## src/rtl/alu_pkg.sv

```systemverilog
// rtl/alu_pkg.sv - shared types and constants for the ALU op sequencer
//   DEF_WIDTH : default operand/result width (16)
//   DEF_OPW   : default opcode / mux-select width (4, 16 slots)
//   OP_MUL    : opcode that runs the iterative multiply when ALU_MUL_EN is defined
//   state_t   : sequencer FSM states
package alu_pkg;

   localparam int DEF_WIDTH = 16;
   localparam int DEF_OPW   = 4;

   localparam logic [3:0] OP_MUL = 4'hF;

   typedef enum logic [1:0] {
      ST_IDLE   = 2'd0,
      ST_SETTLE = 2'd1,
      ST_MUL    = 2'd2,
      ST_RESP   = 2'd3
   } state_t;

endpackage

```

## src/rtl/alu_mul_iter.sv

```systemverilog
// rtl/alu_mul_iter.sv - iterative unsigned shift-add multiplier, one partial product per cycle
//   clk     : rising-edge clock
//   rst     : synchronous active-high reset
//   start   : one-cycle pulse; loads a and b and clears counter/accumulator
//   a, b    : operands, sampled on start
//   done    : high during the last iteration cycle
//   product : full-width product, valid while done is high
module alu_mul_iter
   import alu_pkg::*;
#(
   parameter int WIDTH = DEF_WIDTH
)(
   input  logic                 clk,
   input  logic                 rst,
   input  logic                 start,
   input  logic [WIDTH-1:0]     a,
   input  logic [WIDTH-1:0]     b,
   output logic                 done,
   output logic [2*WIDTH-1:0]   product
);

   localparam logic [4:0] LAST_CNT = 5'(WIDTH - 1);

   logic                 r_run;
   logic [4:0]           r_cnt;
   logic [2*WIDTH-1:0]   r_acc;
   logic [WIDTH-1:0]     r_a;
   logic [WIDTH-1:0]     r_mplier;

   logic [2*WIDTH-1:0]   w_addend;
   logic [2*WIDTH-1:0]   w_acc_next;

   // Partial product for the current bit: a shifted by the bit position.
   assign w_addend   = r_mplier[0] ? ({{WIDTH{1'b0}}, r_a} << r_cnt) : '0;
   assign w_acc_next = r_acc + w_addend;

   always_ff @(posedge clk) begin
      if (rst) begin
         r_run    <= 1'b0;
         r_cnt    <= '0;
         r_acc    <= '0;
         r_a      <= '0;
         r_mplier <= '0;
      end else if (start) begin
         r_run    <= 1'b1;
         r_cnt    <= '0;
         r_acc    <= '0;
         r_a      <= a;
         r_mplier <= b;
      end else if (r_run) begin
         r_acc    <= w_acc_next;
         r_mplier <= r_mplier >> 1;
         if (r_cnt == LAST_CNT) begin
            r_run <= 1'b0;
            r_cnt <= '0;
         end else begin
            r_cnt <= r_cnt + 5'd1;
         end
      end
   end

   // The final partial product is folded in combinationally so the result
   // is available in the same cycle as the last iteration.
   assign done    = r_run && (r_cnt == LAST_CNT);
   assign product = w_acc_next;

endmodule

```

## src/rtl/alu_op_sequencer.sv

```systemverilog
// rtl/alu_op_sequencer.sv - request/response sequencer for the 16:1 ALU result mux (ALU_MUL_EN enables opcode 15 multiply)
//   clk, rst             : clock, synchronous active-high reset
//   req_valid/req_ready  : request handshake; req_ready high only when idle
//   req_op, req_a, req_b : opcode and operands
//   alu_a, alu_b         : registered operands to the ALU functional units
//   mux_sel              : registered select of the result mux
//   mux_out              : selected result from the mux
//   rsp_valid/rsp_ready  : response handshake
//   rsp_data, rsp_ovf    : result and multiply overflow
//   busy                 : high whenever not idle
module alu_op_sequencer
   import alu_pkg::*;
#(
   parameter int WIDTH = DEF_WIDTH,
   parameter int OPW   = DEF_OPW
)(
   input  logic              clk,
   input  logic              rst,
   input  logic              req_valid,
   output logic              req_ready,
   input  logic [OPW-1:0]    req_op,
   input  logic [WIDTH-1:0]  req_a,
   input  logic [WIDTH-1:0]  req_b,
   output logic [WIDTH-1:0]  alu_a,
   output logic [WIDTH-1:0]  alu_b,
   output logic [OPW-1:0]    mux_sel,
   input  logic [WIDTH-1:0]  mux_out,
   output logic              rsp_valid,
   input  logic              rsp_ready,
   output logic [WIDTH-1:0]  rsp_data,
   output logic              rsp_ovf,
   output logic              busy
);

   state_t              r_state;
   state_t              w_state_next;

   logic [WIDTH-1:0]    r_alu_a;
   logic [WIDTH-1:0]    r_alu_b;
   logic [OPW-1:0]      r_mux_sel;
   logic [WIDTH-1:0]    r_rsp_data;

   logic                w_accept;
   logic                w_is_mul;

   assign w_accept = (r_state == ST_IDLE) && req_valid;

`ifdef ALU_MUL_EN
   logic                r_rsp_ovf;
   logic                w_mul_done;
   logic [2*WIDTH-1:0]  w_product;

   assign w_is_mul = (req_op == OPW'(OP_MUL));

   // Operands are taken from the request port on the accept cycle, the same
   // values that land in alu_a/alu_b.
   alu_mul_iter #(
      .WIDTH   (WIDTH)
   ) u_mul (
      .clk     (clk),
      .rst     (rst),
      .start   (w_accept && w_is_mul),
      .a       (req_a),
      .b       (req_b),
      .done    (w_mul_done),
      .product (w_product)
   );
`else
   assign w_is_mul = 1'b0;
`endif

   always_ff @(posedge clk) begin
      if (rst) begin
         r_state <= ST_IDLE;
      end else begin
         r_state <= w_state_next;
      end
   end

   always_comb begin
      w_state_next = r_state;
      case (r_state)
         ST_IDLE: begin
            if (req_valid) begin
               w_state_next = w_is_mul ? ST_MUL : ST_SETTLE;
            end
         end
         ST_SETTLE: begin
            w_state_next = ST_RESP;
         end
         ST_MUL: begin
`ifdef ALU_MUL_EN
            if (w_mul_done) begin
               w_state_next = ST_RESP;
            end
`else
            w_state_next = ST_IDLE;
`endif
         end
         ST_RESP: begin
            if (rsp_ready) begin
               w_state_next = ST_IDLE;
            end
         end
         default: begin
            w_state_next = ST_IDLE;
         end
      endcase
   end

   always_ff @(posedge clk) begin
      if (rst) begin
         r_alu_a    <= '0;
         r_alu_b    <= '0;
         r_mux_sel  <= '0;
         r_rsp_data <= '0;
`ifdef ALU_MUL_EN
         r_rsp_ovf  <= 1'b0;
`endif
      end else begin
         if (w_accept) begin
            r_alu_a   <= req_a;
            r_alu_b   <= req_b;
            r_mux_sel <= req_op;
         end
         // One settle cycle lets the registered operands ripple through the
         // functional units and the mux before the result is captured.
         if (r_state == ST_SETTLE) begin
            r_rsp_data <= mux_out;
`ifdef ALU_MUL_EN
            r_rsp_ovf  <= 1'b0;
`endif
         end
`ifdef ALU_MUL_EN
         if ((r_state == ST_MUL) && w_mul_done) begin
            r_rsp_data <= w_product[WIDTH-1:0];
            r_rsp_ovf  <= |w_product[2*WIDTH-1:WIDTH];
         end
`endif
      end
   end

   assign req_ready = (r_state == ST_IDLE);
   assign rsp_valid = (r_state == ST_RESP);
   assign busy      = (r_state != ST_IDLE);
   assign alu_a     = r_alu_a;
   assign alu_b     = r_alu_b;
   assign mux_sel   = r_mux_sel;
   assign rsp_data  = r_rsp_data;
`ifdef ALU_MUL_EN
   assign rsp_ovf   = r_rsp_ovf;
`else
   assign rsp_ovf   = 1'b0;
`endif

endmodule

```

## config.mk

```make
export PLATFORM = sky130hd
export DESIGN_NAME = alu_op_sequencer
export DESIGN_NICKNAME = d
export VERILOG_FILES = /design/src/rtl/alu_pkg.sv /design/src/rtl/alu_mul_iter.sv /design/src/rtl/alu_op_sequencer.sv
export SDC_FILE = /design/constraint.sdc
export NUM_CORES = 1
export LEC_CHECK = 0
export CAP_MARGIN = 20
export CORE_MARGIN = 5
export CORE_UTILIZATION = 41
export DETAILED_ROUTE_END_ITERATION = 8
export HOLD_SLACK_MARGIN = 0.05
export PLACE_DENSITY = 0.85
export SYNTH_ARGS = -nofsm -noshare
export SYNTH_HDL_FRONTEND = slang
export SYNTH_HIERARCHICAL = 1
export SYNTH_SLANG_ARGS = --single-unit
```

## constraint.sdc

```tcl
create_clock -name clk -period 3.51 [get_ports clk]
set_input_delay 0.702 -clock clk [delete_from_list [all_inputs] [get_ports clk]]
set_output_delay 0.702 -clock clk [all_outputs]
set_load 0.01 [all_outputs]
```

[Word-level counts from Yosys, hierarchy flattened]
Index checks and enable logic that the tools add are counted.
Operators by class
  reduce and logical (&&, ||, !) cells: 4
  bitwise operators: 0
  muxes and demuxes: 3
  eq/ne operators: 5
  multipliers: 0
  divide/modulo/power cells: 0
  shift operators: 0
  $add $sub $neg: 0
  magnitude comparators: 0
Operators with widths (number)
  case mux 2 bit (4 select lines): 1
  == test 2 bit (second input constant): 2
  two-way mux 2 bit: 2
  == test 2 x 1 -> 1 bit (second input constant): 1
  zero test 2 bit: 1
  inequality test 2 x 1 -> 1 bit (second input constant): 1
  inequality test 2 bit (second input constant): 1
  AND reduction 2 bit: 1
  nonzero test 2 bit: 1
  logical AND 1 bit: 1
Word-level totals
  ROM bits: 0
  bits in registers: 54
  bits in latches: 0
  output and inout bits: 56
  logic and storage cells: 17
  memory bits (writable): 0
  memories: 0

[Logic depth before layout (Yosys ltp)]
Gate-level depths: netlist (run 1).
  depth after elaboration: 3
  mapped depth: 6
  gate-level depth less buffers: 3

[Worst setup path before layout (run 1)]
OpenSTA, ideal clock, no wires.
  kind: input-to-reg
  from: input port req_valid
  to: register r_alu_a[0] (netlist: alu_a[0])
  arrival time: 1.427 ns
  path buffers: 2
  library setup time: 0.132 ns
  setup slack: 1.951 ns
  cell stages on the path: 5
  cell sequence: or3b_4 > buf_6 > buf_8 > nand2_1 > a21oi_1
Between the ends
  longest elaborated chain between the ends: 1
Ends and longest elaborated chain
  start, declared: RTL line alu_op_sequencer.sv:19  | input logic req_valid,
  logical AND 1 bit: RTL line alu_op_sequencer.sv:46  | assign w_accept = (r_state == ST_IDLE) && req_valid;
  end signal, assigned: RTL line alu_op_sequencer.sv:122  | r_alu_a <= req_a;
  end, declared: RTL line alu_op_sequencer.sv:38  | logic [WIDTH-1:0] r_alu_a;
Every way passes these cells.
A chain may end at the register's enable or synchronous reset.

[Worst setup path after layout (run 1)]
  from: register r_state[1]
  to: output port rsp_valid
Between the ends
  longest elaborated chain between the ends: 1
Ends and longest elaborated chain
  start, declared: RTL line alu_op_sequencer.sv:35  | state_t r_state;
  start signal, assigned: RTL line alu_op_sequencer.sv:76  | r_state <= w_state_next;
  == test 2 bit: RTL line alu_op_sequencer.sv:144  | assign rsp_valid = (r_state == ST_RESP);
  end, declared: RTL line alu_op_sequencer.sv:28  | output logic rsp_valid,
Every way passes these cells.

==> impl_metrics.xml, run 1 <==
<?xml version="1.0" encoding="UTF-8"?>
<metrics>
  <group name="sta">
    <metric name="tightestPinTransition" unit="ns">0.9774</metric>
    <metric name="rsz0062_at_grt" unit="">no</metric>
    <metric name="slew_headroom" unit="">0.3484</metric>
    <metric name="timing.clock.skew" unit="ns">0.006971</metric>
    <metric name="clock.fmax" unit="GHz">0.4566</metric>
    <metric name="holdWs" unit="ns">0.4559</metric>
    <metric name="postLayoutSetupSlackWorst" unit="ns">1.320</metric>
    <metric name="maxSlewViolCount" unit="">0</metric>
    <metric name="post_route_clock_period_utilization" unit="">0.6240</metric>
    <metric name="tns" unit="ns">0</metric>
    <metric name="setup_violations" unit="">0</metric>
    <metric name="period_needed" unit="ns">2.190</metric>
    <metric name="timing_hold_violations_final" unit="">0</metric>
  </group>
  <group name="synthesis">
    <metric name="postSynth.asyncResetShare" unit="">0</metric>
    <metric name="synth_seq_area_share" unit="">0.5461</metric>
    <metric name="post_synth_most_frequent_cells" unit="">104 x sky130_fd_sc_hd__nand2_1, 54 x sky130_fd_sc_hd__dfxtp_1, 52 x sky130_fd_sc_hd__a21oi_1, 6 x sky130_fd_sc_hd__clkbuf_1, 5 x sky130_fd_sc_hd__buf_6</metric>
    <metric name="post_synth_inst_count" unit="">243</metric>
    <metric name="synth_edf_count" unit="">0</metric>
    <metric name="synthesis.area_per_instance" unit="µm²">8.146</metric>
    <metric name="synthDominantCellAreaShare" unit="">0.5461</metric>
    <metric name="synth.lib_cells_used.distinct" unit="">20</metric>
    <metric name="synthesis.nets" unit="">299</metric>
    <metric name="ys_dominant_reg_cell" unit="">sky130_fd_sc_hd__dfxtp_1</metric>
    <metric name="yosys.cell_count.top_type" unit="">sky130_fd_sc_hd__nand2_1</metric>
    <metric name="syn_area" unit="mm²">0.001979</metric>
    <metric name="biggest_area_contributors_in_the_synthesized_netlist" unit="">sky130_fd_sc_hd__dfxtp_1 55%, sky130_fd_sc_hd__nand2_1 20%, sky130_fd_sc_hd__a21oi_1 13%</metric>
    <metric name="postSynthRegisterBits" unit="">54</metric>
    <metric name="ys_warn_count" unit="">6</metric>
    <metric name="synth_top_cell_by_area" unit="">sky130_fd_sc_hd__dfxtp_1</metric>
  </group>
  <group name="pwr">
    <metric name="power.ir.vdd_worst" unit="mV">0.3322</metric>
    <metric name="total_power" unit="mW">1.301</metric>
    <metric name="total_leakage_power" unit="nW">1.132</metric>
    <metric name="pwr_density_cell" unit="mW/mm²">421.0</metric>
  </group>
  <group name="floorplan">
    <metric name="starting_density_of_the_core" unit="">0.4219</metric>
    <metric name="floorplan.die_area" unit="mm²">0.006317</metric>
    <metric name="core" unit="mm²">0.004692</metric>
    <metric name="dieHeight" unit="µm">79.48</metric>
    <metric name="io_pins" unit="">112</metric>
    <metric name="dieWidth" unit="µm">79.48</metric>
    <metric name="placementRows" unit="">25</metric>
  </group>
  <group name="route">
    <metric name="vias" unit="">1898</metric>
    <metric name="via_per_inst" unit="">4.793</metric>
    <metric name="drcViolationCount" unit="">0</metric>
    <metric name="drt_pass1_iterations" unit="">5</metric>
    <metric name="detail_route.wirelength" unit="µm">5137</metric>
    <metric name="detailroute.wirelength.met3" unit="µm">679</metric>
    <metric name="route.detailed.wl_per_inst" unit="µm">12.97</metric>
    <metric name="met1_layer_wirelength_in_the_final_routing" unit="µm">2018</metric>
    <metric name="detailroute.wirelength.met2" unit="µm">2397</metric>
    <metric name="drtAntennaViolNets" unit="">0</metric>
    <metric name="uppermost_routed_layer" unit="">met4</metric>
    <metric name="drtIter0Drc" unit="">41</metric>
  </group>
  <group name="clocking">
    <metric name="cts_hold_buf" unit="">0</metric>
    <metric name="cts_tree" unit="">done</metric>
    <metric name="post-cts-setup-buffer-count" unit="">0</metric>
    <metric name="cts.clk_slew.worst_paths" unit="ns">0.09</metric>
    <metric name="cts_buffers" unit="">5</metric>
    <metric name="post_cts.resized_instances" unit="">0</metric>
    <metric name="cts_buffer_depth" unit="">2</metric>
    <metric name="cts-htree-levels" unit="">2</metric>
    <metric name="cts_sinks" unit="">54</metric>
    <metric name="cts_root_buffer" unit="">sky130_fd_sc_hd__clkbuf_8</metric>
    <metric name="clk_latency" unit="ns">0.30</metric>
  </group>
  <group name="critical_path">
    <metric name="worst_r2r_endpoint" unit="">alu_a[10]</metric>
    <metric name="cp_data_required_time" unit="ns">2.81</metric>
    <metric name="setup.worst_path.start_class" unit="">register</metric>
    <metric name="worst_r2r_path_depth" unit="">4</metric>
    <metric name="path_max_fanout" unit="">8</metric>
    <metric name="setup.worst_path.class" unit="">reg2out</metric>
    <metric name="cp-end-kind" unit="">output pin</metric>
    <metric name="worst_r2r_startpoint" unit="">r_state[1]</metric>
    <metric name="r2r_slack" unit="ns">1.89</metric>
    <metric name="worstPathArrival" unit="ns">1.49</metric>
  </group>
  <group name="worst_hold_path">
    <metric name="min_delay_path_depth" unit="">2</metric>
    <metric name="hp-class" unit="">reg2reg</metric>
    <metric name="hold_path.startpoint" unit="">alu_b[12]</metric>
    <metric name="hold-path-endpoint" unit="">alu_b[12]</metric>
  </group>
  <group name="place">
    <metric name="detailedPlacementHpwl" unit="µm">3777</metric>
    <metric name="gp_routability_congestion" unit="">0.7276</metric>
    <metric name="dp_worst_setup_slack" unit="ns">1.088</metric>
    <metric name="dp_cells" unit="">388</metric>
    <metric name="io_buffer_count" unit="">110</metric>
    <metric name="placedInstanceArea" unit="mm²">0.002992</metric>
  </group>
  <group name="final_layout">
    <metric name="design.final.nets" unit="">397</metric>
    <metric name="fin_cells" unit="">396</metric>
    <metric name="insertedDiodeCount" unit="">0</metric>
    <metric name="layout-drive-gt1-share" unit="">0.03509</metric>
    <metric name="final_util" unit="">0.6587</metric>
    <metric name="fillers" unit="">401</metric>
    <metric name="final_area" unit="mm²">0.003090</metric>
    <metric name="flow.area_growth_from_synthesis" unit="%">56.13</metric>
  </group>
  <group name="global_route">
    <metric name="grt_overflow" unit="">0</metric>
    <metric name="first_global_vias" unit="">1860</metric>
    <metric name="gr-usage-all-layers" unit="">0.1593</metric>
    <metric name="largest_net_degree_at_the_start_of_global_routing" unit="">55</metric>
    <metric name="grt_pass1_wl" unit="µm">8073</metric>
    <metric name="grt_antenna_before_repair" unit="">0</metric>
  </group>
  <group name="outcome">
    <metric name="status" unit="">completed</metric>
  </group>
  <group name="run">
    <metric name="number_of_max_capacitance_violations_reported" unit="">0</metric>
  </group>
</metrics>
-- worst max-delay path, cell delays in order, from the launching register on --
cell and delay [ns]:
sky130_fd_sc_hd__dfxtp_1 0.50, sky130_fd_sc_hd__and2_1 0.17, sky130_fd_sc_hd__clkdlybuf4s50_1 0.52
-- routing by layer --
| metal | vias up | track usage |
|---|---|---|
| met5 | - | 0 |
| met4 | 0 | 0.03608 |
| met3 | 5 | 0.09142 |
| met2 | 81 | 0.2788 |
| met1 | 848 | 0.1638 |
| li1 | 964 | - |
-- area by class of cell --
class                      instances  area [µm²]  area share
sequential                        54        1081      0.3498
timing repair buffer             111        1104      0.3571
inverter                           2       7.507    0.002429
tap                               54       67.56     0.02186
clock inverter                     2       16.27    0.005263
clock buffer                       6       82.58     0.02672
multi-input combinational        167       732.0      0.2368
-- flip-flops by register name, summed over array words and instances (netlist names) --
signal and flops:
alu_a 16, alu_b 16, rsp_data 16, mux_sel 4, r_state 2
-- cell families (layout without fill, tap and decap cells) --
kind of cell	count (synthesis)	count (layout)	synth area share
AND/OR/NAND/NOR	112	112	0.2295
AO/OA/AOI/OAI	54	54	0.1384
flip-flops	54	54	0.5461
buffers and inverters	22	121	0.08406
other	1	1	0.001895
-- placed cells by master, fill, tap and decap left out --
cell type and n:
sky130_fd_sc_hd__a211oi_1 1, sky130_fd_sc_hd__a21oi_1 52, sky130_fd_sc_hd__and2_1 1, sky130_fd_sc_hd__and2b_1 1, sky130_fd_sc_hd__buf_2 1, sky130_fd_sc_hd__buf_4 1
sky130_fd_sc_hd__clkbuf_8 6, sky130_fd_sc_hd__clkdlybuf4s50_1 109, sky130_fd_sc_hd__clkinvlp_4 1, sky130_fd_sc_hd__conb_1 1, sky130_fd_sc_hd__dfxtp_1 54, sky130_fd_sc_hd__inv_1 2
sky130_fd_sc_hd__inv_6 1, sky130_fd_sc_hd__nand2_1 104, sky130_fd_sc_hd__nand2b_1 1, sky130_fd_sc_hd__nor2_1 2, sky130_fd_sc_hd__nor2b_1 1, sky130_fd_sc_hd__nor3b_4 1
sky130_fd_sc_hd__o22ai_1 1, sky130_fd_sc_hd__or3b_4 1
-- how the worst max path moves through the flow --
stage	from	end	slack (ns)	cells past startpoint
6_report	r_state[1]	rsp_valid	1.32	2
5_1_grt	r_state[1]	rsp_valid	1.25	2
2_1_floorplan	req_valid	alu_a[0]	1.95	5
4_1_cts	r_state[0]	rsp_valid	1.30	2
3_3_place_gp	req_valid	alu_a[0]	1.16	5
3_5_place_dp	req_valid	alu_a[10]	1.09	5
-- where the power goes --
part	switching [mW]	internal, mW	total (mW)
clock network	0.198	0.163	0.361
logic	0.114	0.151	0.265
registers	0.0223	0.653	0.675
No activity file was read; power rests on OpenSTA's default activity.
==> run 2, diff against run 1 <==
Settings changed: CORE_UTILIZATION 41 to 38, PLACE_DENSITY 0.85 to 0.8.
Clock period 3.51 ns to 2.1 ns, I/O delays scaled along.
==> run 2 against run 1 <==
Combinational power increased by 70%. Clock power increased by 88%. Cell area increased by 1.9%. Non-clock buffer count increased by 2. Sequential power increased by 67%. Critical path depth unchanged. First-iteration DRC count increased by 22%. Count of clock-buffer cells in the layout decreased by 1. Utilization decreased by 3.8 points. Highest routed layer unchanged. Global-route usage decreased by 0.35 points.
==> impl_metrics.xml, run 2 (synthesis gave the netlist of run 1 again) <==
<?xml version="1.0" encoding="UTF-8"?>
<metrics>
  <group name="place">
    <metric name="detailedPlacementHpwl" unit="µm">4021</metric>
    <metric name="gp_routability_congestion" unit="">0.6907</metric>
    <metric name="io_buffer_count" unit="">110</metric>
  </group>
  <group name="clocking">
    <metric name="cts_buffers" unit="">5</metric>
    <metric name="post-cts-setup-buffer-count" unit="">0</metric>
    <metric name="cts_tree" unit="">done</metric>
    <metric name="cts_sinks" unit="">54</metric>
    <metric name="cts.clk_slew.worst_paths" unit="ns">0.09</metric>
    <metric name="clk_latency" unit="ns">0.30</metric>
    <metric name="cts_buffer_depth" unit="">2</metric>
    <metric name="cts-htree-levels" unit="">2</metric>
    <metric name="cts_root_buffer" unit="">sky130_fd_sc_hd__clkbuf_8</metric>
    <metric name="post_cts.resized_instances" unit="">0</metric>
    <metric name="cts_hold_buf" unit="">0</metric>
  </group>
  <group name="sta">
    <metric name="clock.fmax" unit="GHz">0.5205</metric>
    <metric name="timing.clock.skew" unit="ns">0.006485</metric>
    <metric name="slew_headroom" unit="">0.6008</metric>
    <metric name="setup_violations" unit="">0</metric>
    <metric name="maxSlewViolCount" unit="">0</metric>
    <metric name="timing_hold_violations_final" unit="">0</metric>
    <metric name="tns" unit="ns">0</metric>
    <metric name="rsz0062_at_grt" unit="">no</metric>
    <metric name="tightestPinTransition" unit="ns">0.5988</metric>
    <metric name="post_route_clock_period_utilization" unit="">0.9148</metric>
    <metric name="period_needed" unit="ns">1.921</metric>
  </group>
  <group name="pwr">
    <metric name="p_comb_frac" unit="">0.200</metric>
    <metric name="power.ir.vdd_worst" unit="mV">0.4180</metric>
    <metric name="p_switching" unit="mW">0.5564</metric>
    <metric name="total_leakage_power" unit="nW">1.156</metric>
    <metric name="pwr_density_cell" unit="mW/mm²">716.8</metric>
    <metric name="seq_power_share" unit="">0.500</metric>
    <metric name="power.clock.fraction" unit="">0.300</metric>
    <metric name="cellInternalPower" unit="mW">1.700</metric>
    <metric name="power.share.switching" unit="">0.2466</metric>
  </group>
  <group name="final_layout">
    <metric name="design.final.nets" unit="">399</metric>
    <metric name="multiInputGateArea" unit="µm²">732.0</metric>
    <metric name="layout-drive-gt1-share" unit="">0.04070</metric>
    <metric name="fillers" unit="">456</metric>
    <metric name="layout.cells.most_common" unit="">sky130_fd_sc_hd__clkdlybuf4s50_1</metric>
    <metric name="final_util" unit="">0.6203</metric>
    <metric name="layout.cells.most_common_list" unit="">109 x sky130_fd_sc_hd__clkdlybuf4s50_1, 104 x sky130_fd_sc_hd__nand2_1, 54 x sky130_fd_sc_hd__dfxtp_1, 52 x sky130_fd_sc_hd__a21oi_1, 5 x sky130_fd_sc_hd__clkbuf_8</metric>
    <metric name="flow.area_growth_from_synthesis" unit="%">59.04</metric>
    <metric name="insertedDiodeCount" unit="">0</metric>
    <metric name="sequential_cell_area" unit="mm²">0.001081</metric>
  </group>
  <group name="floorplan">
    <metric name="starting_density_of_the_core" unit="">0.3900</metric>
    <metric name="dieWidth" unit="µm">82.18</metric>
    <metric name="io_pins" unit="">112</metric>
    <metric name="dieHeight" unit="µm">82.18</metric>
    <metric name="placementRows" unit="">26</metric>
    <metric name="core" unit="mm²">0.005075</metric>
    <metric name="floorplan.die_area" unit="mm²">0.006753</metric>
  </group>
  <group name="route">
    <metric name="drt_pass1_iterations" unit="">5</metric>
    <metric name="drtAntennaViolNets" unit="">0</metric>
    <metric name="drtIter0Drc" unit="">50</metric>
    <metric name="via_per_inst" unit="">4.635</metric>
    <metric name="detailroute.wirelength.met3" unit="µm">770</metric>
    <metric name="uppermost_routed_layer" unit="">met4</metric>
    <metric name="met1_layer_wirelength_in_the_final_routing" unit="µm">2057</metric>
    <metric name="vias" unit="">1919</metric>
    <metric name="detail_route.wirelength" unit="µm">5366</metric>
    <metric name="route.detailed.wl_per_inst" unit="µm">12.96</metric>
    <metric name="detailroute.wirelength.met2" unit="µm">2481</metric>
    <metric name="drcViolationCount" unit="">0</metric>
  </group>
  <group name="critical_path">
    <metric name="setup.worst_path.start_class" unit="">register</metric>
    <metric name="path_max_fanout" unit="">8</metric>
    <metric name="cp-end-kind" unit="">output pin</metric>
    <metric name="r2r_slack" unit="ns">0.70</metric>
    <metric name="crit_path_leading_delay_family" unit="">buffers and inverters</metric>
    <metric name="timing.critical_path.slowest_cell_delay" unit="ns">0.53</metric>
    <metric name="number_of_buffer_and_inverter_stages_on_the_critical_path" unit="">1</metric>
    <metric name="timing.critical_path.cells" unit="">and2_1 &gt; clkdlybuf4s50_1</metric>
    <metric name="setup.worst_path.class" unit="">reg2out</metric>
    <metric name="worst_path_max_delay_cell" unit="">sky130_fd_sc_hd__clkdlybuf4s50_1</metric>
    <metric name="cp_data_required_time" unit="ns">1.68</metric>
    <metric name="worstPathArrival" unit="ns">1.50</metric>
  </group>
  <group name="global_route">
    <metric name="first_global_vias" unit="">1821</metric>
    <metric name="grt_overflow" unit="">0</metric>
    <metric name="grt_antenna_before_repair" unit="">0</metric>
    <metric name="grt_pass1_wl" unit="µm">8148</metric>
    <metric name="gr-usage-all-layers" unit="">0.1558</metric>
    <metric name="largest_net_degree_at_the_start_of_global_routing" unit="">37</metric>
  </group>
  <group name="run">
    <metric name="number_of_max_capacitance_violations_reported" unit="">0</metric>
  </group>
  <group name="outcome">
    <metric name="status" unit="">completed</metric>
  </group>
  <group name="worst_hold_path">
    <metric name="hp-class" unit="">reg2reg</metric>
  </group>
</metrics>
-- run 2: cell count changes in the layout (fill, tap and decap cells not counted) --
cell                         delta
sky130_fd_sc_hd__inv_6          -1
sky130_fd_sc_hd__clkinvlp_4     -1
sky130_fd_sc_hd__buf_12         +1
sky130_fd_sc_hd__buf_4          +1
sky130_fd_sc_hd__clkinv_2       +2
sky130_fd_sc_hd__bufinv_16      +1
sky130_fd_sc_hd__clkbuf_8       -1
-- run 2: final timing paths --
path               from      endpoint  cells after the start
max          r_state[1]     rsp_valid                      2
min            alu_a[8]      alu_a[8]                      2
max reg2reg  r_state[1]  rsp_data[13]                      3
min reg2reg    alu_a[8]      alu_a[8]                      2
-- run 2: per-layer routing --
layer / vias to the layer above / global-route usage
met2: 81 / 0.2706
li1: 967 / -
met1: 865 / 0.1510
met3: 6 / 0.1020
met4: 0 / 0.04485
met5: - / 0
-- run 2: cell type report --
cell class                 instances  share of cell area
sequential                        54              0.3434
clock buffer                       5             0.02186
clock inverter                     3             0.01272
multi-input combinational        167              0.2325
tap                               70             0.02782
timing repair buffer             113              0.3593
inverter                           2            0.002385
-- run 2: through the flow --
step / instances / power (mW) / hold WS (ns) / instance area, µm² / setup WS [ns]
after floorplan: 243 / 1.364 / 0.4805 / 1979 / 0.8057
after global placement: 406 / 1.599 / 0.4402 / 3039 / 0.2707
after detailed placement: 406 / 1.610 / 0.4476 / 3039 / 0.2294
after CTS: 414 / 2.285 / 0.4605 / 3148 / 0.1598
after global routing: 414 / 2.372 / 0.4744 / 3148 / 0.1067
final: 414 / 2.256 / 0.4570 / 3148 / 0.1789
-- run 2: worst reg2reg max path: cells and delay by family, from the launching register on --
family	cells	cell delay, ns
simple gates	2	0.66
flops	1	0.50
compound gates	1	0.17
-- run 2: power groups by stage --
| stage | clock [mW] | sequential (mW) | combinational, mW |
|---|---|---|---|
| finish | 0.677 | 1.13 | 0.451 |
| global route | 0.741 | 1.14 | 0.493 |
| CTS | 0.696 | 1.13 | 0.460 |
| detailed placement | 0 | 1.15 | 0.457 |
| global placement | 0 | 1.15 | 0.449 |
| floorplan | 0 | 1.18 | 0.189 |
==> patch, RTL diff (flow settings as in run 1) <==
Reset style: asynchronous (`rst`), changed in 2 clocked blocks. Comments in the files are not updated.
--- a/src/rtl/alu_op_sequencer.sv
+++ b/src/rtl/alu_op_sequencer.sv
@@ -69,7 +69,7 @@
    assign w_is_mul = 1'b0;
 `endif
 
-   always_ff @(posedge clk) begin
+   always_ff @(posedge clk or posedge rst) begin
       if (rst) begin
          r_state <= ST_IDLE;
       end else begin
@@ -108,7 +108,7 @@
       endcase
    end
 
-   always_ff @(posedge clk) begin
+   always_ff @(posedge clk or posedge rst) begin
       if (rst) begin
          r_alu_a    <= '0;
          r_alu_b    <= '0;
Formal check against the unedited RTL: differs if rst is asserted again (counterexample within 4 cycles, from zero or initial values and one cycle with rst high); with rst held inactive, the same outputs for 10 cycles.
==> patch against run 1 <==
- register-to-register slack got worse by 0.16 ns
- highest routed layer unchanged
- die area rose by 12%
- sequential cell count did not move
- final cell count fell by 22%
- cell area rose by 12%
- critical path type unchanged
- area after synthesis rose by 14%
- non-clock buffer count rose by 2
- worst setup slack got worse by 0.0025 ns
- wire length rose by 0.47%
Power is not compared: it rests on default switching activity, and its combinational part moved more than twofold at a synthesized area within 25%.
==> patch: results (changes against run 1) <==
Hold path
  – Hold wc startpoint: alu_b[15]$_DFFE_PP0P_
  – Hold EP: alu_b[15]$_DFFE_PP0P_
  – Hold path cells: 1 (-1)

Routing
  – Wire length on met2: 2800 µm (+17%)
  – TritonRoute pass-1 iters: 3 (-2)
  – M1 WL: 1990 µm (-1.4%)

Place
  – Place WS: 1.05 ns (-0.0355 ns)
  – Hpwl dp: 3980 µm (+5.3%)
  – Post-DP Area: 3370 µm² (+13%)
  – Placed cell count: 302 (-22%)
  – Routability cong.: 0.736 (+1.1%)

STA
  – Clock skew: 0.0108 ns (+0.00380 ns)
  – Slew headroom: 0.356 (+0.00723)

Global route
  – Vias in the first global route: 1551 (-17%)
  – Global Route met2 Usage: 0.265 (-0.0141)
  – Met3 usage: 0.0432 (-0.0482)
  – GRT Overall Usage: 0.148 (-0.0114)
  – Global-route wire length before repair: 8180 µm (+1.3%)
  – Met1 usage: 0.173 (+0.00901)

Critical path
  – CP max FO: 6 (-2)
  – CP Capture Point: req_ready
  – Worst R2R Setup Slack: 1.73 ns (-0.16 ns)
  – R2R depth: 2 (-2)

Outcome
  – Status: finished clean

Final layout
  – Layout cell share with drive strength beyond 1: 0.273 (+0.238)
  – Filler Cells Inserted: 414 (+3.2%)

Synthesis
  – Post-synthesis average cell area: 18.2 µm² (+120%)
  – Area contributors post-synth: dfrtp_1, mux2_4, mux2_2
  – Sequential-to-total area share from yosys stat: 0.599 (+0.0525)
  – List of most frequent post-synthesis cells: dfrtp_1, mux2_4, mux2_2
[patch: cell type report]
cell class              instances  area (µm²)  area share
well taps                      72        90.1      0.0260
repair buffers                113        1120       0.325
multi-input cells              60         791       0.229
inverters                       3        11.3     0.00326
clock buffers                   7        86.3      0.0250
clock inverters                 1        5.00     0.00145
flip-flops and latches         54        1350       0.391
[patch: stage by stage]
| step | total power [µW] | util |
|---|---|---|
| 5_1_grt | 3280 | 0.636 |
| 3_3_place_gp | 2750 | 0.619 |
| 6_report | 3100 | 0.636 |
| 3_5_place_dp | 2780 | 0.619 |
| 2_1_floorplan | 2010 | - |
| 4_1_cts | 3140 | 0.636 |
[patch: cells by family after synthesis]
logic type      synth area share
compound gates           0.00499
buf+inv                   0.0538
flops                      0.599
mux                        0.326
other cells              0.00166
simple gates              0.0150
[patch: power by group]
group | internal, µW | switching [µW]
Clock | 160 | 187
Sequential | 943 | 186
Combinational | 1090 | 539
